**config.mk**
```make
export PLATFORM = sky130hd
export DESIGN_NAME = hcsr04_echo_meter
export DESIGN_NICKNAME = d
export VERILOG_FILES = /design/src/rtl/hcsr04_echo_meter.sv
export SDC_FILE = /design/constraint.sdc
export NUM_CORES = 1
export LEC_CHECK = 0
export CAP_MARGIN = 10
export CORE_MARGIN = 2
export CORE_UTILIZATION = 55
export DETAILED_ROUTE_END_ITERATION = 16
export HOLD_SLACK_MARGIN = 0.15
export PLACE_DENSITY_LB_ADDON = 0.2
export SLEW_MARGIN = 5
export SYNTH_ARGS = -nofsm -noshare
export SYNTH_HDL_FRONTEND = slang
export SYNTH_SLANG_ARGS = --single-unit
```
**constraint.sdc**
```tcl
create_clock -name clk -period 2.9 [get_ports clk]
set_input_delay 0.58 -clock clk [delete_from_list [all_inputs] [get_ports clk]]
set_output_delay 0.58 -clock clk [all_outputs]
set_load 0.03 [all_outputs]
```
**src/rtl/hcsr04_echo_meter.sv**
```systemverilog
// HC-SR04 front end: fires the trigger once per period, times the echo
// pulse in microseconds and reports distance in 0.01 mm units (us * 17).
module hcsr04_echo_meter #(
  parameter int CLK_FREQ_MHZ    = 50,
  parameter int TRIG_US         = 10,
  parameter int PERIOD_MS       = 60,
  parameter int ECHO_TIMEOUT_US = 25000
) (
  input  logic        clk,
  input  logic        rstn,
  input  logic        echo,
  output logic        trig,
  output logic [18:0] data_out,
  output logic        data_valid,
  output logic        timeout
);

  localparam int PERIOD_CYC = PERIOD_MS * 1000 * CLK_FREQ_MHZ;
  localparam int PW         = $clog2(PERIOD_CYC);
  localparam int PSW        = (CLK_FREQ_MHZ > 1) ? $clog2(CLK_FREQ_MHZ) : 1;

  localparam logic [PW-1:0]  PERIOD_LAST = PW'(PERIOD_CYC - 1);
  localparam logic [PSW-1:0] PRESC_LAST  = PSW'(CLK_FREQ_MHZ - 1);
  localparam logic [14:0]    TRIG_LAST   = 15'(TRIG_US - 1);
  localparam logic [14:0]    TIMEOUT_US  = 15'(ECHO_TIMEOUT_US);

  typedef enum logic [2:0] {
    S_IDLE,
    S_TRIG,
    S_WAIT_RISE,
    S_MEASURE,
    S_DONE
  } state_t;

  state_t         state_q, state_d;
  logic           sync1_q, sync2_q, echo_dly_q;
  logic [PW-1:0]  period_q, period_d;
  logic [PSW-1:0] presc_q, presc_d;
  logic [14:0]    us_q, us_d;
  logic [14:0]    meas_next;
  logic           trig_q, trig_d;
  logic [18:0]    data_q, data_d;
  logic           valid_q, valid_d;
  logic           timeout_q, timeout_d;
  logic           us_tick, echo_rise, echo_fall;

  assign us_tick   = (presc_q == PRESC_LAST);
  // Edges compare the synchronized level against its one-cycle-delayed copy.
  assign echo_rise = sync2_q & ~echo_dly_q;
  assign echo_fall = ~sync2_q & echo_dly_q;
  // While measuring, the delayed level covers the fall-detect cycle, so the
  // tick count equals floor(high cycles / CLK_FREQ_MHZ).
  assign meas_next = us_q + {14'd0, us_tick & echo_dly_q};
  assign period_d  = (period_q == PERIOD_LAST) ? '0 : period_q + 1'b1;

  assign trig       = trig_q;
  assign data_out   = data_q;
  assign data_valid = valid_q;
  assign timeout    = timeout_q;

  // Two-flop synchronizer for the asynchronous echo plus the edge-reference flop.
  always_ff @(posedge clk) begin
    if (!rstn) begin
      sync1_q    <= 1'b0;
      sync2_q    <= 1'b0;
      echo_dly_q <= 1'b0;
    end else begin
      sync1_q    <= echo;
      sync2_q    <= sync1_q;
      echo_dly_q <= sync2_q;
    end
  end

  // Free-running trigger period counter.
  always_ff @(posedge clk) begin
    if (!rstn) begin
      period_q <= '0;
    end else begin
      period_q <= period_d;
    end
  end

  // FSM state, counters and registered outputs.
  always_ff @(posedge clk) begin
    if (!rstn) begin
      state_q   <= S_IDLE;
      presc_q   <= '0;
      us_q      <= '0;
      trig_q    <= 1'b0;
      data_q    <= '0;
      valid_q   <= 1'b0;
      timeout_q <= 1'b0;
    end else begin
      state_q   <= state_d;
      presc_q   <= presc_d;
      us_q      <= us_d;
      trig_q    <= trig_d;
      data_q    <= data_d;
      valid_q   <= valid_d;
      timeout_q <= timeout_d;
    end
  end

  // Next-state logic; the prescaler restarts whenever a timed state is entered.
  always_comb begin
    state_d   = state_q;
    presc_d   = us_tick ? '0 : presc_q + 1'b1;
    us_d      = us_q;
    trig_d    = trig_q;
    data_d    = data_q;
    valid_d   = 1'b0;
    timeout_d = 1'b0;
    unique case (state_q)
      S_IDLE: begin
        if (period_q == '0) begin
          state_d = S_TRIG;
          trig_d  = 1'b1;
          presc_d = '0;
          us_d    = '0;
        end
      end
      S_TRIG: begin
        if (us_tick) begin
          if (us_q == TRIG_LAST) begin
            state_d = S_WAIT_RISE;
            trig_d  = 1'b0;
            presc_d = '0;
            us_d    = '0;
          end else begin
            us_d = us_q + 1'b1;
          end
        end
      end
      S_WAIT_RISE: begin
        // Only a fresh rising edge starts a measurement; a level already high is ignored.
        if (echo_rise) begin
          state_d = S_MEASURE;
          presc_d = '0;
          us_d    = '0;
        end else if (us_tick) begin
          if (us_q == TIMEOUT_US - 15'd1) begin
            state_d   = S_IDLE;
            timeout_d = 1'b1;
          end else begin
            us_d = us_q + 1'b1;
          end
        end
      end
      S_MEASURE: begin
        us_d = meas_next;
        if (meas_next == TIMEOUT_US) begin
          state_d   = S_IDLE;
          timeout_d = 1'b1;
        end else if (echo_fall) begin
          state_d = S_DONE;
        end
      end
      S_DONE: begin
        // us * 17 as a shift-add; the largest count still fits in 19 bits.
        data_d  = ({4'd0, us_q} << 4) + {4'd0, us_q};
        valid_d = 1'b1;
        state_d = S_IDLE;
      end
      default: state_d = S_IDLE;
    endcase
  end

endmodule

```
==> flow_metrics.env, run 1 <==
export IMPL_final_common_cell="dfxtp_1"
export IMPL_gpl_final_weighted_congestion=0.973
export IMPL_drt_wl_total_microns=9720
export IMPL_synth_fp_nets=539
export IMPL_rr_endpoint="timeout"
export IMPL_clock_sinks=71
export IMPL_hold_violations=0
export IMPL_endpoint="timeout"
export IMPL_final_cell_mix="dfxtp_1 (71), nor2_1 (54), nand2_1 (52)"
export IMPL_finalNetCount=566
export IMPL_cts_setup_buffers=0
export IMPL_yosys_warnings=0
export IMPL_hpwl_microns=6900
export IMPL_reg2reg_from="presc_q[0]"
export IMPL_ys_types=60
export IMPL_drt_initial_drc_count=327
export IMPL_vias_per_cell=5.84
export IMPL_cp_data_required_time_ns=3.16
export IMPL_cts_clk_slew_worst_paths_ns=0.08
export IMPL_clk_latency_ns=0.36
export IMPL_fmax_ghz=0.375
export IMPL_cpPeakStageDelay_ns=0.38
export IMPL_async_flop_share_pct=0
export IMPL_reg2reg_setup_slack_ns=0.23
export IMPL_antenna_left=0
export IMPL_ios=25
export IMPL_fin_crit_ns=2.67
export IMPL_post_route_drc_count=0
export IMPL_finalClockSkew_ns=0.0123
export IMPL_synth_edf_count=0
export IMPL_cts_tree="done"
export IMPL_cp_arrival_ns=2.93
export IMPL_reg2regPathDepth=11
export IMPL_setup_viol=0
export IMPL_drive_gt1_share_pct=7.69
export IMPL_dr_pass1_iters=5
export IMPL_status="complete, no violations"
export IMPL_netlist_area_sq_um=4050
export IMPL_initial_utilization_pct=56.4
export IMPL_clk_path_buf_depth=2
export IMPL_critical_path_peak_fanout=4
export IMPL_cp_cell_sequence="ha_1 -> and4_1 -> and2_1 -> ha_1 -> nand3_1 -> or3_1 -> o21ai_0 -> a221oi_1 -> o2111ai_1 -> o32ai_1 -> and3_1"
export IMPL_syn_area_per_cell_sq_um=7.85
export IMPL_first_global_vias=3562
export IMPL_grt_pass1_wl_microns=16500
export IMPL_synthCells=515
export IMPL_ir_worst_vdd_mv=0.440
export IMPL_wl_per_cell_microns=15.1
export IMPL_rsz0062_at_grt="no"
export IMPL_worstMarginPinSlew_ns=0.708
export IMPL_vias=3764
export IMPL_slew_headroom_pct=52.2
export IMPL_seq_area_frac_synth_pct=35.1
export IMPL_p_total_w=0.00201
export IMPL_worstHoldPathType="register to register"
export IMPL_period_share_pct=92.0
export IMPL_area_growth_pct=14.1
export IMPL_p_per_area_nw_per_um2=437
export IMPL_numCtsBuffers=9
export IMPL_cp_startpoint="presc_q[0]"
export IMPL_die_x_microns=89.8
export IMPL_synth_ff_type="dfxtp_1"
export IMPL_crit_path_end_kind="register"
export IMPL_antenna_found_initial=0
export IMPL_cp_start_kind="register"
export IMPL_grt_max_degree=23
export IMPL_leakage_nw=1.66
export IMPL_root_buffer="clkbuf_8"
export IMPL_fin_setup_tns_ns=0
export IMPL_htree_levels=3
export IMPL_report_final_slew_viol_count=0
export IMPL_track_usage_pct=24.9
export IMPL_die_area_sq_um=8060
export IMPL_ys_ff_latch=71
export IMPL_grt_overflow_total=0
export IMPL_die_h_microns=89.8
export IMPL_crit_type="register to register"
export IMPL_crit_top_cell="ha_1"
export IMPL_rows=31
export IMPL_cap_violations=0
export IMPL_critPathSlowestCell="dfxtp_1"
export IMPL_antenna_cells=0
export IMPL_portBuffers=24
export IMPL_coreArea_sq_um=7180
## area by class of cell
class | instances | area (sq um)
clock buffers | 10 | 128
clock inverters | 5 | 58.8
fillers | 653 | 2560
inverters | 13 | 48.8
multi-input cells | 408 | 2480
flip-flops and latches | 71 | 1420
well taps | 99 | 124
repair buffers | 39 | 353
## what timing repair did
action / CTS / global route
endpoints found under the setup margin: 0 / 1
hold buffers: 0 / 0
gates resized for setup: 0 / 1
## routing by layer
| metal | share of wire (%) | vias to the layer above | GRT usage [%] |
|---|---|---|---|
| li1 | - | 1897 | - |
| met1 | 43 | 1719 | 30.3 |
| met2 | 49 | 121 | 42.1 |
| met3 | 6.0 | 27 | 5.78 |
| met4 | 2.6 | 0 | 10.9 |
| met5 | 0 | - | 0 |
## state kept, by name, indices dropped and copies added (netlist names)
register	cells
timeout	1
data_valid	1
echo_dly_q	1
state_q	3
us_q	15
trig	1
sync1_q	1
period_q	22
data_out	19
presc_q	6
sync2_q	1
## cells in the mapped netlist, types with 12 or more instances
cell,instances,area share (%)
xor2_1,16,3.5
clkbuf_1,20,1.9
o21ai_0,35,4.3
nand4_1,14,2.2
and3_1,14,2.2
nor3_1,13,1.6
dfxtp_1,71,35
ha_1,20,6.2
nand2_1,53,4.9
nand3_1,31,3.8
nor2_1,54,5.0
a21oi_1,42,5.2
inv_1,12,1.1
xnor2_1,15,3.2
## power breakdown
group | switching [W] | internal [W]
logic | 0.000143 | 0.0000836
clock network | 0.000378 | 0.000394
registers | 0.0000228 | 0.000993
## metrics by stage
stage / area (sq um) / utilization [%] / cells / hold slack (ns) / worst slack, ns
floorplan: 4050 / - / 515 / 0.412 / 0.477
global route: 4610 / 64.3 / 645 / 0.476 / 0.0541
finish: 4610 / 64.3 / 645 / 0.445 / 0.232
global placement: 4430 / 61.7 / 630 / 0.431 / 0.309
detailed placement: 4430 / 61.7 / 630 / 0.430 / 0.238
CTS: 4610 / 64.3 / 645 / 0.453 / 0.225
## worst min path at each step
| stage | start | to | slack (ns) | cells after the start |
|---|---|---|---|---|
| finish | sync1_q | sync2_q | 0.45 | 1 |
| global route | data_out[9] | data_out[9] | 0.48 | 2 |
| CTS | sync1_q | sync2_q | 0.45 | 1 |
| detailed placement | sync1_q | sync2_q | 0.43 | 1 |
| global placement | sync1_q | sync2_q | 0.43 | 1 |
| floorplan | sync1_q | sync2_q | 0.41 | 1 |
## logic make-up (layout without fill, tap and decap cells)
group                      Yosys count  in the layout  synth area share [%]
muxes                                2              2                 0.495
and+or+nand+nor                    242            242                  31.0
AOI/OAI and AO/OA                  112            112                  16.4
adders and majority gates           21             21                  6.68
DFF                                 71             71                  35.1
buffers and inverters               36             67                  3.59
xor gates and xnor gates            31             31                  6.71
## critical path, delay by kind of cell (launching register included)
family | cells | cell delay [ns]
adders and majority gates | 2 | 0.39
AOI/OAI and AO/OA | 4 | 0.78
DFF | 1 | 0.38
and+or+nand+nor | 5 | 1.01
Power figures use the tool's default switching activity.
==> run 2, diff against run 1 <==
--- a/config.mk
+++ b/config.mk
@@ -9,7 +9,7 @@
 export CORE_MARGIN = 2
 export CORE_UTILIZATION = 55
 export DETAILED_ROUTE_END_ITERATION = 16
-export HOLD_SLACK_MARGIN = 0.15
+export HOLD_SLACK_MARGIN = 0.12
 export PLACE_DENSITY_LB_ADDON = 0.2
 export SLEW_MARGIN = 5
 export SYNTH_ARGS = -nofsm -noshare
==> results of run 2 <==
The final DEF is identical to that of run 1; final timing and power are the same.
